$ cat config.mk
export PLATFORM = sky130hd
export DESIGN_NAME = match_turn_controller
export DESIGN_NICKNAME = d
export VERILOG_FILES = /design/src/rtl/match_pkg.sv /design/src/rtl/btn_debounce.sv /design/src/rtl/match_turn_controller.sv
export SDC_FILE = /design/constraint.sdc
export NUM_CORES = 1
export LEC_CHECK = 0
export ABC_AREA = 0
export BUFFER_PORTS_ARGS = -buffer_cell sky130_fd_sc_hd__buf_2
export CORE_MARGIN = 5
export CORE_UTILIZATION = 44
export DETAILED_ROUTE_END_ITERATION = 8
export PLACE_DENSITY = 0.72
export SKIP_LAST_GASP = 1
export SLEW_MARGIN = 20
export SYNTH_ARGS = -nofsm -noshare
export SYNTH_HDL_FRONTEND = slang
export SYNTH_SLANG_ARGS = --single-unit
$ cat constraint.sdc
create_clock -name i_clk -period 3.79 [get_ports i_clk]
set_clock_uncertainty 0.15 [all_clocks]
set_input_delay 0 -clock i_clk [delete_from_list [all_inputs] [get_ports i_clk]]
set_output_delay 0 -clock i_clk [all_outputs]
set_load 0.02 [all_outputs]
$ cat src/rtl/match_pkg.sv
// Shared encodings for the match-stick turn controller: FSM states, display
// status codes and player digits.
package match_pkg;

    typedef enum logic [2:0] {
        ST_IDLE,
        ST_CHECK,
        ST_COMMIT,
        ST_ERROR,
        ST_WAIT_REL,
        ST_OVER
    } state_t;

    localparam logic [1:0] STAT_NORMAL  = 2'b00;
    localparam logic [1:0] STAT_INVALID = 2'b01;
    localparam logic [1:0] STAT_OVER    = 2'b10;

    localparam logic [3:0] P1 = 4'd1;
    localparam logic [3:0] P2 = 4'd2;

endpackage

$ cat src/rtl/btn_debounce.sv
// Two-flop synchronizer plus stable-count filter for one active-low button.
// o_level is 1 while the button is considered pressed.
module btn_debounce #(
    parameter int DB_CYCLES = 4
) (
    input  logic i_clk,
    input  logic i_rst,
    input  logic i_btn_n,
    output logic o_level
);

    localparam int CNT_W = $clog2(DB_CYCLES + 1);

    logic [1:0]       r_sync;
    logic [CNT_W-1:0] r_cnt;
    logic             r_level;

    // The counter tracks how many consecutive synchronized samples disagree
    // with the current level; any agreeing sample restarts the run.
    always_ff @(posedge i_clk) begin
        if (i_rst) begin
            r_sync  <= 2'b00;
            r_cnt   <= '0;
            r_level <= 1'b0;
        end else begin
            r_sync <= {r_sync[0], ~i_btn_n};
            if (r_sync[1] == r_level) begin
                r_cnt <= '0;
            end else if (r_cnt == CNT_W'(DB_CYCLES - 1)) begin
                r_level <= r_sync[1];
                r_cnt   <= '0;
            end else begin
                r_cnt <= r_cnt + CNT_W'(1);
            end
        end
    end

    assign o_level = r_level;

endmodule

$ cat src/rtl/match_turn_controller.sv
// Match-stick game sequencer: debounced move/restart buttons, move validation,
// stick total, player alternation and display status arbitration.
module match_turn_controller
    import match_pkg::*;
#(
    parameter int START_TOTAL = 100,
    parameter int MAX_TAKE    = 10,
    parameter int TOTAL_W     = 7,
    parameter int DB_CYCLES   = 4,
    parameter int ERR_HOLD    = 8
) (
    input  logic               i_clk,
    input  logic               i_rst,
    input  logic [1:0]         i_btn_n,
    input  logic [3:0]         i_take,
    output logic [TOTAL_W-1:0] o_total,
    output logic [3:0]         o_player_id,
    output logic [1:0]         o_status,
    output logic               o_move_strobe
);

    localparam int ERR_W  = $clog2(ERR_HOLD + 1);
    localparam int SETTLE = DB_CYCLES + 3;
    localparam int SET_W  = $clog2(SETTLE + 1);
    localparam logic [3:0] MAX_T = 4'(MAX_TAKE);

    logic [1:0]       w_lvl;
    logic [1:0]       r_prev;
    logic [1:0]       r_arm;
    logic [SET_W-1:0] r_settle;
    logic [1:0]       w_edge;
    logic             w_mv_edge;
    logic             w_rs_edge;

    for (genvar g = 0; g < 2; g++) begin : g_db
        btn_debounce #(.DB_CYCLES(DB_CYCLES)) u_db (
            .i_clk   (i_clk),
            .i_rst   (i_rst),
            .i_btn_n (i_btn_n[g]),
            .o_level (w_lvl[g])
        );
    end

    // A button only becomes armed once it is seen released after the
    // synchronizer and filter have settled, so a button held through reset
    // must be let go and pressed again before it produces an edge.
    always_ff @(posedge i_clk) begin
        if (i_rst) begin
            r_prev   <= 2'b00;
            r_arm    <= 2'b00;
            r_settle <= '0;
        end else begin
            r_prev <= w_lvl;
            if (r_settle != SET_W'(SETTLE))
                r_settle <= r_settle + SET_W'(1);
            r_arm <= r_arm | ({2{r_settle == SET_W'(SETTLE)}} & ~w_lvl);
        end
    end

    assign w_edge    = r_arm & w_lvl & ~r_prev;
    assign w_mv_edge = w_edge[0];
    assign w_rs_edge = w_edge[1];

    state_t             r_state, w_state_nx;
    logic [3:0]         r_take, w_take_nx;
    logic [TOTAL_W-1:0] r_total, w_total_nx;
    logic [3:0]         r_player, w_player_nx;
    logic [1:0]         r_status, w_status_nx;
    logic [ERR_W-1:0]   r_err_cnt, w_err_nx;

    logic [TOTAL_W-1:0] w_take_ext;
    logic [TOTAL_W-1:0] w_diff;
    logic               w_valid;

    assign w_take_ext = TOTAL_W'(r_take);
    assign w_diff     = r_total - w_take_ext;
    assign w_valid    = (r_take != 4'd0) && (r_take <= MAX_T) && (w_take_ext <= r_total);

    always_ff @(posedge i_clk) begin
        if (i_rst) begin
            r_state   <= ST_IDLE;
            r_take    <= 4'd0;
            r_total   <= TOTAL_W'(START_TOTAL);
            r_player  <= P1;
            r_status  <= STAT_NORMAL;
            r_err_cnt <= '0;
        end else begin
            r_state   <= w_state_nx;
            r_take    <= w_take_nx;
            r_total   <= w_total_nx;
            r_player  <= w_player_nx;
            r_status  <= w_status_nx;
            r_err_cnt <= w_err_nx;
        end
    end

    always_comb begin
        w_state_nx  = r_state;
        w_take_nx   = r_take;
        w_total_nx  = r_total;
        w_player_nx = r_player;
        w_status_nx = r_status;
        w_err_nx    = r_err_cnt;

        case (r_state)
            ST_IDLE: begin
                if (w_mv_edge) begin
                    w_take_nx  = i_take;
                    w_state_nx = ST_CHECK;
                end
            end
            ST_CHECK: begin
                if (w_valid) begin
                    w_state_nx = ST_COMMIT;
                end else begin
                    w_state_nx  = ST_ERROR;
                    w_err_nx    = ERR_W'(ERR_HOLD);
                    w_status_nx = STAT_INVALID;
                end
            end
            ST_COMMIT: begin
                w_total_nx = w_diff;
                if (w_diff == '0) begin
                    w_status_nx = STAT_OVER;
                    w_state_nx  = ST_OVER;
                end else begin
                    w_player_nx = (r_player == P1) ? P2 : P1;
                    w_state_nx  = ST_WAIT_REL;
                end
            end
            ST_ERROR: begin
                if (r_err_cnt != '0) begin
                    w_err_nx = r_err_cnt - ERR_W'(1);
                end else if (!w_lvl[0]) begin
                    w_status_nx = STAT_NORMAL;
                    w_state_nx  = ST_IDLE;
                end
            end
            ST_WAIT_REL: begin
                if (w_lvl == 2'b00)
                    w_state_nx = ST_IDLE;
            end
            ST_OVER: begin
                w_state_nx = ST_OVER;
            end
            default: begin
                w_state_nx = ST_IDLE;
            end
        endcase

        // Restart overrides whatever the FSM decided this cycle, including a commit.
        if (w_rs_edge) begin
            w_total_nx  = TOTAL_W'(START_TOTAL);
            w_player_nx = P1;
            w_status_nx = STAT_NORMAL;
            w_err_nx    = '0;
            w_state_nx  = ST_WAIT_REL;
        end
    end

    assign o_total       = r_total;
    assign o_player_id   = r_player;
    assign o_status      = r_status;
    assign o_move_strobe = (r_state == ST_COMMIT) && !w_rs_edge;

endmodule

==> results of run 1 <==
-- critical path: cells and delay by family, from the launching register on --
kind / cells / cell delay, ns
xor gates and xnor gates: 1 / 0.21
and+or+nand+nor: 3 / 0.90
buffers and inverters: 1 / 0.06
DFF: 1 / 0.38
adders and majority gates: 2 / 0.60
AOI/OAI and AO/OA: 1 / 0.14
-- final timing paths --
kind,slack [ns],cells past startpoint,from,endpoint
max,1.25,8,r_take[0]$_SDFFE_PP0P_,o_player_id[0]$_SDFFE_PP1P_
min,0.28,1,g_db[0].u_db.r_cnt[0]$_SDFF_PP0_,g_db[0].u_db.r_cnt[0]$_SDFF_PP0_
max reg2reg,1.25,8,r_take[0]$_SDFFE_PP0P_,o_player_id[0]$_SDFFE_PP1P_
min reg2reg,0.28,1,g_db[0].u_db.r_cnt[0]$_SDFF_PP0_,g_db[0].u_db.r_cnt[0]$_SDFF_PP0_
-- per-stage QoR --
stage	util, %	hold slack (ns)	std cells
detailed placement	48.0	0.00515	297
CTS	53.6	0.280	318
floorplan	-	-0.0833	237
global placement	48.0	0.00136	297
finish	53.6	0.278	318
global route	53.6	0.306	318
-- logic make-up (layout without fill, tap and decap cells) --
kind of cell             count (synthesis)  count (layout)
AO/OA/AOI/OAI                           47              47
XOR/XNOR                                10              10
adder cells (fa/ha/maj)                 13              13
buffers and inverters                   26              55
flip-flops                              41              41
multiplexers                             5               5
other                                    1               2
AND/OR/NAND/NOR                         93              93
-- registers in the layout, summed over array words and instances (netlist names) --
signal and flops:
g_db.u_db.o_level 2, r_err_cnt 4, r_settle 3, r_prev 2, o_player_id 2, r_state 3
r_take 4, o_status 2, g_db.u_db.r_sync 4, g_db.u_db.r_cnt 6, o_total 7, r_arm 2
-- Yosys cell counts (5+ instances only) --
cell type and count:
a21oi_1 21, clkbuf_1 5, dfxtp_1 41, ha_1 12, inv_1 15, mux2i_1 5
nand2_1 20, nand3_1 8, nor2_1 28, nor2b_1 5, nor4_1 5, o21ai_0 7
or3_1 5, xnor2_1 6
-- final cells by class --
cell class	count	area [um2]	area share, %
multi-input cells	170	1080	45.8
flip-flops and latches	41	821	34.7
repair buffers	32	225	9.52
clock buffers	5	68.8	2.91
well taps	52	65.1	2.75
inverters	15	56.3	2.38
clock inverters	3	46.3	1.96
-- timing repair --
| item | CTS | global route |
|---|---|---|
| buffers inserted | 0 | 0 |
| hold buffers | 13 | 0 |
| gates resized for setup | 0 | 0 |
| endpoints found under the hold margin | 18 | 0 |
-- power groups by stage --
| stage | Combinational (uW) | Sequential, uW | Clock, uW |
|---|---|---|---|
| global placement | 21.9 | 449 | 0 |
| finish | 29.3 | 439 | 354 |
| floorplan | 17.3 | 449 | 0 |
| detailed placement | 22.6 | 449 | 0 |
| CTS | 29.6 | 439 | 365 |
| global route | 33.5 | 440 | 386 |
-- layer usage --
| metal | up-vias | part of all wire (%) |
|---|---|---|
| met3 | 5 | 4.7 |
| met5 | - | 0 |
| li1 | 877 | - |
| met2 | 32 | 44 |
| met1 | 765 | 50 |
| met4 | 0 | 0.82 |
==> impl_metrics.ini, run 1 <==
[power]
p_switching_uw = 175
pwr-share-clk_pct = 43.1
seq_power_share_pct = 53.4
power_frac_comb_pct = 3.6
switching_share_pct = 21.3
total_leakage_power_uw = 0.000939
p_total_uw = 823
ir_drop_uv = 265
p_int_uw = 648
cellPowerDensity_nw_per_um2 = 348

[drt]
antenna_left = 0
vias = 1679
dr.pass1.iters = 4
wirelength_mm = 3.80
wl_per_cell_um = 11.9
drt_iter0_drc = 94
route.detailed.drc = 0
routed_via_density = 5.28

[global_route]
grt_usage_pct = 13.4
grt_start_max_net_pins = 23
grtUsageMet3_pct = 3.70
use_met2_pct = 21.7
grt_antenna_before_repair = 0
busiest_layer = met2
first_global_vias = 1559
grt_pass1_wl_mm = 6.88
met1_usage_pct = 17.9
grt_overflow = 0

[synth]
ys_ff_latch = 41
syn_area_um2 = 2020
synth_edf_count = 0
yosysSeqAreaShare_pct = 40.7
synth_area_per_cell_um2 = 8.54
synth_xor_area_share_pct = 4.35
ys_types = 48
ys_top_cells_by_area = dfxtp_1, ha_1, a21oi_1
synth_fa_ha_area_share_pct = 8.44
synthFlopType = dfxtp_1
yosysTopAreaCell = dfxtp_1
syn_inst = 236
async_flop_share_pct = 0
synthMuxAreaShare_pct = 2.48
synthSimpleGateAreaFrac_pct = 23.7
yosysWarnings = 0
synth_compound_area_share_pct = 14.4
synth_top_area_share_pct = 40.7
synth_top_family_by_area = simple AND/OR/NAND/NOR gates

[die]
fp-row-count = 24
die_area_um2 = 6030
die_h_um = 77.7
start_util_pct = 45.7
fp.dieW_um = 77.7
core_um2 = 4410
ios = 22

[sta]
period_needed_ns = 2.54
hold_violations = 0
final-max-slew-violation-count = 0
fmax_ghz = 0.394
grt_setup_unrepaired = no
finalSetupViolations = 0
slew_headroom_pct = 53.7
finalCritPeriodShare_pct = 67.0
layout_setup_ws_ns = 1.25
tns_ns = 0
tightest_slew_ns = 0.692

[final_layout]
syn2layout_area_growth_pct = 17.4
final_nets = 286
final_common_cell = dfxtp_1
drive_gt1_share_pct = 11.7
design_area_um2 = 2370
antenna_cells = 0
layout_common_cells = dfxtp_1, nor2_1, a21oi_1
fillers = 405

[worst_setup_path]
arrival_ns = 2.58
end_kind = flip-flop
critPathRequiredTime_ns = 3.83
cp_slowest_stage_delay_ns = 0.52
setup.worst_path.class = reg2reg
crit_path_top_delay_cell = or4b_1
worstPathMaxFanout = 6
worstPathCellList = ha_1, inv_1, fa_1, xnor2_1, and4bb_1, o21ai_1, or4b_1, and3_1
start_kind = flip-flop

[clock_network]
htreeDepth = 2
clkSinkCount = 41
clockBufferDepth = 2
cts_buffers = 5
clkTransAtPathRegs_ns = 0.08
clk_latency_ns = 0.29
cts_tree = yes
root_buffer = clkbuf_8

[status]
outcome = finished, final reports clean

[place]
dpl.hpwl_mm = 2.71
dpl-instance-area_um2 = 2120
gp_congestion = 0.806
portBuffers = 19
dp_slack_ns = 1.28

[flow_run]
cap_violations = 0

[min_path]
hold_path.class = reg2reg
No activity file was read; power rests on OpenSTA's default activity.
==> run 2, diff against run 1 <==
clock period = 2.6 ns   (was 3.79 ns; I/O delays follow)
==> run 2 against run 1 <==
Compared with the run above: clock-buffer cell count stayed put; utilization increased by 0.96 points; hold slack hardly changed; sequential cell count did not move; global-route usage about the same; final cell count grew 0.63%; register-to-register slack lost 1.1 ns; first-iteration DRC count down 7.4%; sequential power is 46% higher; critical path depth rose by 1; sequential share of layout area fell by 0.56 points; routed wire length grew 2.6%; largest cell class unchanged.
==> impl_metrics.ini, run 2 (same netlist as run 1, synthesis figures left out) <==
[status]
outcome = finished, final reports clean

[global_route]
grt_usage_pct = 13.4
grt_antenna_before_repair = 0
grt_overflow = 0
grt_pass1_wl_mm = 6.74
first_global_vias = 1526
grt_start_max_net_pins = 23

[worst_setup_path]
worstPathMaxFanout = 6
arrival_ns = 2.51
path_delay_family = simple AND/OR/NAND/NOR gates
critPathRequiredTime_ns = 2.64
crit_path_frequent_cell = inv_1
cp_slowest_stage_delay_ns = 0.49
cp_num_buf_inv = 2
start_kind = flip-flop
end_kind = flip-flop
crit_path_top_delay_cell = or4b_1
worstPathCellList = inv_1, ha_1, inv_1, fa_1, xnor2_1, and4bb_1, o21ai_2, or4b_1, and3_1
setup.worst_path.class = reg2reg

[final_layout]
design_area_um2 = 2410
antenna_cells = 0
final_nets = 288
syn2layout_area_growth_pct = 19.5
layout_common_cells = dfxtp_1, nor2_1, a21oi_1
final_common_cell = dfxtp_1
final_cells = 320
largest_register_ffs = 7
drive_gt1_share_pct = 13.1

[power]
pwr-share-clk_pct = 47.2
p_switching_uw = 254
cellPowerDensity_nw_per_um2 = 539
ir_drop_uv = 379
total_leakage_power_uw = 0.000964
power_frac_comb_pct = 3.5
seq_power_share_pct = 49.2
switching_share_pct = 19.5
p_int_uw = 1050

[flow_run]
cap_violations = 0

[place]
gp_congestion = 0.844
portBuffers = 19
dp.cells = 299
dpl-instance-area_um2 = 2140
dpl.hpwl_mm = 2.87
dp_slack_ns = 0.0959

[sta]
grt_setup_unrepaired = no
final-max-slew-violation-count = 0
finalSetupViolations = 0
finalCritPeriodShare_pct = 95.1
slew_headroom_pct = 58.6
tightest_slew_ns = 0.617
period_needed_ns = 2.47
layout_setup_ws_ns = 0.128
fmax_ghz = 0.405
tns_ns = 0
hold_violations = 0

[drt]
wl_per_cell_um = 12.2
routed_via_density = 5.18
drt_iter0_drc = 87
antenna_left = 0
dr.pass1.iters = 4
wirelength_mm = 3.90
vias = 1658
route.detailed.drc = 0

[die]
fp-row-count = 24
fp.dieW_um = 77.7
ios = 22
die_h_um = 77.7
start_util_pct = 45.7
die_area_um2 = 6030
core_um2 = 4410

[clock_network]
cts_buffers = 5
clkSinkCount = 41
clkTransAtPathRegs_ns = 0.08
clk_latency_ns = 0.29
postCtsSetupRepairBufs = 0
root_buffer = clkbuf_8
clockBufferDepth = 2
cts_tree = yes
htreeDepth = 2

[min_path]
hold_path.class = reg2reg
run 2: cell count changes in the layout (fill, tap and decap cells not counted), sizes merged:
cell and change:
clkinvlp -1, bufinv +1, clkinv -1, inv +1, buf +2
run 2: final cells by class:
| class | count | area [um2] |
|---|---|---|
| timing repair buffer | 34 | 240 |
| clock inverter | 3 | 68.8 |
| inverter | 15 | 56.3 |
| sequential | 41 | 822 |
| clock buffer | 5 | 68.8 |
| tap | 52 | 65.1 |
| multi-input combinational | 170 | 1090 |
| fill | 409 | 2010 |
run 2: final timing paths:
kind                            slack, ns                                to                             start  depth (start not counted)
worst max-delay path                 0.13       o_player_id[0]$_SDFFE_PP1P_           o_total[0]$_SDFFE_PP0P_                          9
worst min register to register       0.28  g_db[1].u_db.r_cnt[0]$_SDFF_PP0_  g_db[1].u_db.r_cnt[0]$_SDFF_PP0_                          1
worst min-delay path                 0.28  g_db[1].u_db.r_cnt[0]$_SDFF_PP0_  g_db[1].u_db.r_cnt[0]$_SDFF_PP0_                          1
worst max register to register       0.13       o_player_id[0]$_SDFFE_PP1P_           o_total[0]$_SDFFE_PP0P_                          9
run 2: power groups by stage:
stage | Clock [uW] | Sequential, uW | Combinational [uW]
6_report | 614 | 640 | 45.6
5_1_grt | 656 | 641 | 52.1
4_1_cts | 626 | 640 | 45.9
3_5_place_dp | 0 | 655 | 35.6
3_3_place_gp | 0 | 654 | 35.1
2_1_floorplan | 0 | 654 | 25.2
run 2: repair_timing:
item,in CTS,in global routing
endpoints found under the hold margin,18,0
setup endpoints to repair,0,1
gates resized for setup,0,2
hold buffers,13,0
run 2: stage by stage:
step | total power, uW | hold WS, ns | utilization (%)
2_1_floorplan | 679 | -0.0833 | -
3_3_place_gp | 690 | 0.0000247 | 48.4
3_5_place_dp | 691 | 0.00559 | 48.4
4_1_cts | 1310 | 0.276 | 54.5
5_1_grt | 1350 | 0.304 | 54.6
6_report | 1300 | 0.278 | 54.6
run 2: worst register-to-register path: cells and delay by family, from the launching register on:
family | cells | cell delay [ns]
DFF | 1 | 0.32
and+or+nand+nor | 3 | 0.90
buffers and inverters | 2 | 0.12
AOI/OAI and AO/OA | 1 | 0.10
adders and majority gates | 2 | 0.59
xor gates and xnor gates | 1 | 0.21
run 2: metal layers:
metal	part of all wire, %	track usage, %	up-vias
met1	49	17.7	749
met2	45	21.2	34
met4	1.2	4.64	0
met3	5.1	3.36	5
met5	0	0	-
li1	-	-	870
==> run 3, diff against run 2 <==
==> constraint.sdc (replaced) <==
create_clock -name i_clk -period 2.6 [get_ports i_clk]
set_clock_uncertainty 0.15 [all_clocks]
set_input_delay 0.13 -clock i_clk [delete_from_list [all_inputs] [get_ports i_clk]]
set_output_delay 0.13 -clock i_clk [all_outputs]
set_load 0.02 [all_outputs]
==> run 3 against run 2 <==
Compared with the run above: sequential power barely moved; clock power barely moved; fmax barely moved; power fell by 0.21%; largest cell class unchanged; combinational power fell by 7.2%; critical path depth did not move; clock-buffer cell count did not move; first-iteration DRC count rose by 29%; highest routed layer unchanged; worst setup slack improved by 0.00076 ns.
==> impl_metrics.ini, run 3 (same netlist as run 1, synthesis figures left out) <==
[final_layout]
drive_gt1_share_pct = 13.4
antenna_cells = 0
final_nets = 281
syn2layout_area_growth_pct = 16.0
final_common_cell = dfxtp_1
largest_register_ffs = 7
design_area_um2 = 2340
layout_common_cells = dfxtp_1, nor2_1, a21oi_1

[power]
ir_drop_uv = 374
p_total_uw = 1300
cellPowerDensity_nw_per_um2 = 554
total_leakage_power_uw = 0.000920

[drt]
wirelength_mm = 3.85
vias = 1645
wl_per_cell_um = 12.3
routed_via_density = 5.26
route.detailed.drc = 0
drt_iter0_drc = 112
antenna_left = 0
dr.pass1.iters = 5

[worst_setup_path]
worstPathMaxFanout = 6
cp_num_buf_inv = 2
crit_path_top_delay_cell = or4b_1
crit_path_frequent_cell = inv_1
cp_slowest_stage_delay_ns = 0.49
worstPathCellList = inv_1, ha_1, inv_1, fa_1, xnor2_1, and4bb_1, o21ai_2, or4b_1, and3_1
end_kind = flip-flop
path_delay_family = simple AND/OR/NAND/NOR gates
setup.worst_path.class = reg2reg
critPathRequiredTime_ns = 2.64
start_kind = flip-flop
arrival_ns = 2.51

[clock_network]
clk_latency_ns = 0.29
clkTransAtPathRegs_ns = 0.08
cts_buffers = 5
clkSinkCount = 41
clockBufferDepth = 2
root_buffer = clkbuf_8
postCtsSetupRepairBufs = 0
cts_tree = yes
htreeDepth = 2

[global_route]
grt_usage_pct = 13.2
grt_pass1_wl_mm = 6.64
grt_overflow = 0
grt_start_max_net_pins = 23
first_global_vias = 1496
grt_antenna_before_repair = 0

[die]
fp.dieW_um = 77.7
die_h_um = 77.7
start_util_pct = 45.7
fp-row-count = 24
ios = 22
die_area_um2 = 6030
core_um2 = 4410

[place]
gp_congestion = 0.844
portBuffers = 19
dpl-instance-area_um2 = 2140
dp_slack_ns = 0.0959
dpl.hpwl_mm = 2.87

[sta]
finalCritPeriodShare_pct = 95.0
period_needed_ns = 2.47
hold_violations = 0
final-max-slew-violation-count = 0
slew_headroom_pct = 59.3
worst_hold_slack_ns = 0.0620
layout_setup_ws_ns = 0.129
grt_setup_unrepaired = no
tns_ns = 0
tightest_slew_ns = 0.606
finalSetupViolations = 0
fmax_ghz = 0.405

[min_path]
hold_path.class = in2reg

[flow_run]
cap_violations = 0

[status]
outcome = finished, final reports clean
## run 3: final timing paths
check                                                      start                                to  slack (ns)  cells past startpoint
worst min-delay path                                       i_rst              r_prev[1]$_SDFF_PP0_        0.06                      2
worst max-delay path                     o_total[0]$_SDFFE_PP0P_       o_player_id[0]$_SDFFE_PP1P_        0.13                      9
worst max register to register           o_total[0]$_SDFFE_PP0P_       o_player_id[0]$_SDFFE_PP1P_        0.13                      9
worst min register to register  g_db[1].u_db.r_cnt[0]$_SDFF_PP0_  g_db[1].u_db.r_cnt[0]$_SDFF_PP0_        0.28                      1
## run 3: timing repair
item,in CTS,in global routing
gates resized for setup,0,2
hold buffers,6,0
hold endpoints to repair,6,0
setup endpoints to repair,0,1
## run 3: per-stage QoR
stage,std cells,util (%)
6_report,313,53.0
5_1_grt,313,53.0
4_1_cts,313,52.9
3_5_place_dp,299,48.4
3_3_place_gp,299,48.4
2_1_floorplan,237,-
## run 3: per-layer routing
| metal | vias up | global-route usage, % | wire length, um |
|---|---|---|---|
| met1 | 743 | 17.6 | 1880 |
| met5 | - | 0 | 0 |
| met3 | 5 | 3.36 | 185 |
| met2 | 36 | 20.7 | 1740 |
| li1 | 861 | - | - |
| met4 | 0 | 4.64 | 46 |
## run 3: report_power, final
| part | leakage (uW) | switching, uW | internal (uW) | total, uW |
|---|---|---|---|---|
| logic | 0.000519 | 22.1 | 20.2 | 42.3 |
| registers | 0.000332 | 4.12 | 636 | 640 |
| clock network | 0.0000687 | 228 | 387 | 614 |
| total | 0.000920 | 254 | 1040 | 1300 |
## run 3: layout make-up
cell class	count	area (um2)
Inverter	15	56.3
Sequential cell	41	822
Timing Repair Buffer	27	170
Clock inverter	3	68.8
Clock buffer	5	68.8
Multi-Input combinational cell	170	1090
Tap cell	52	65.1
Fill cell	415	2080
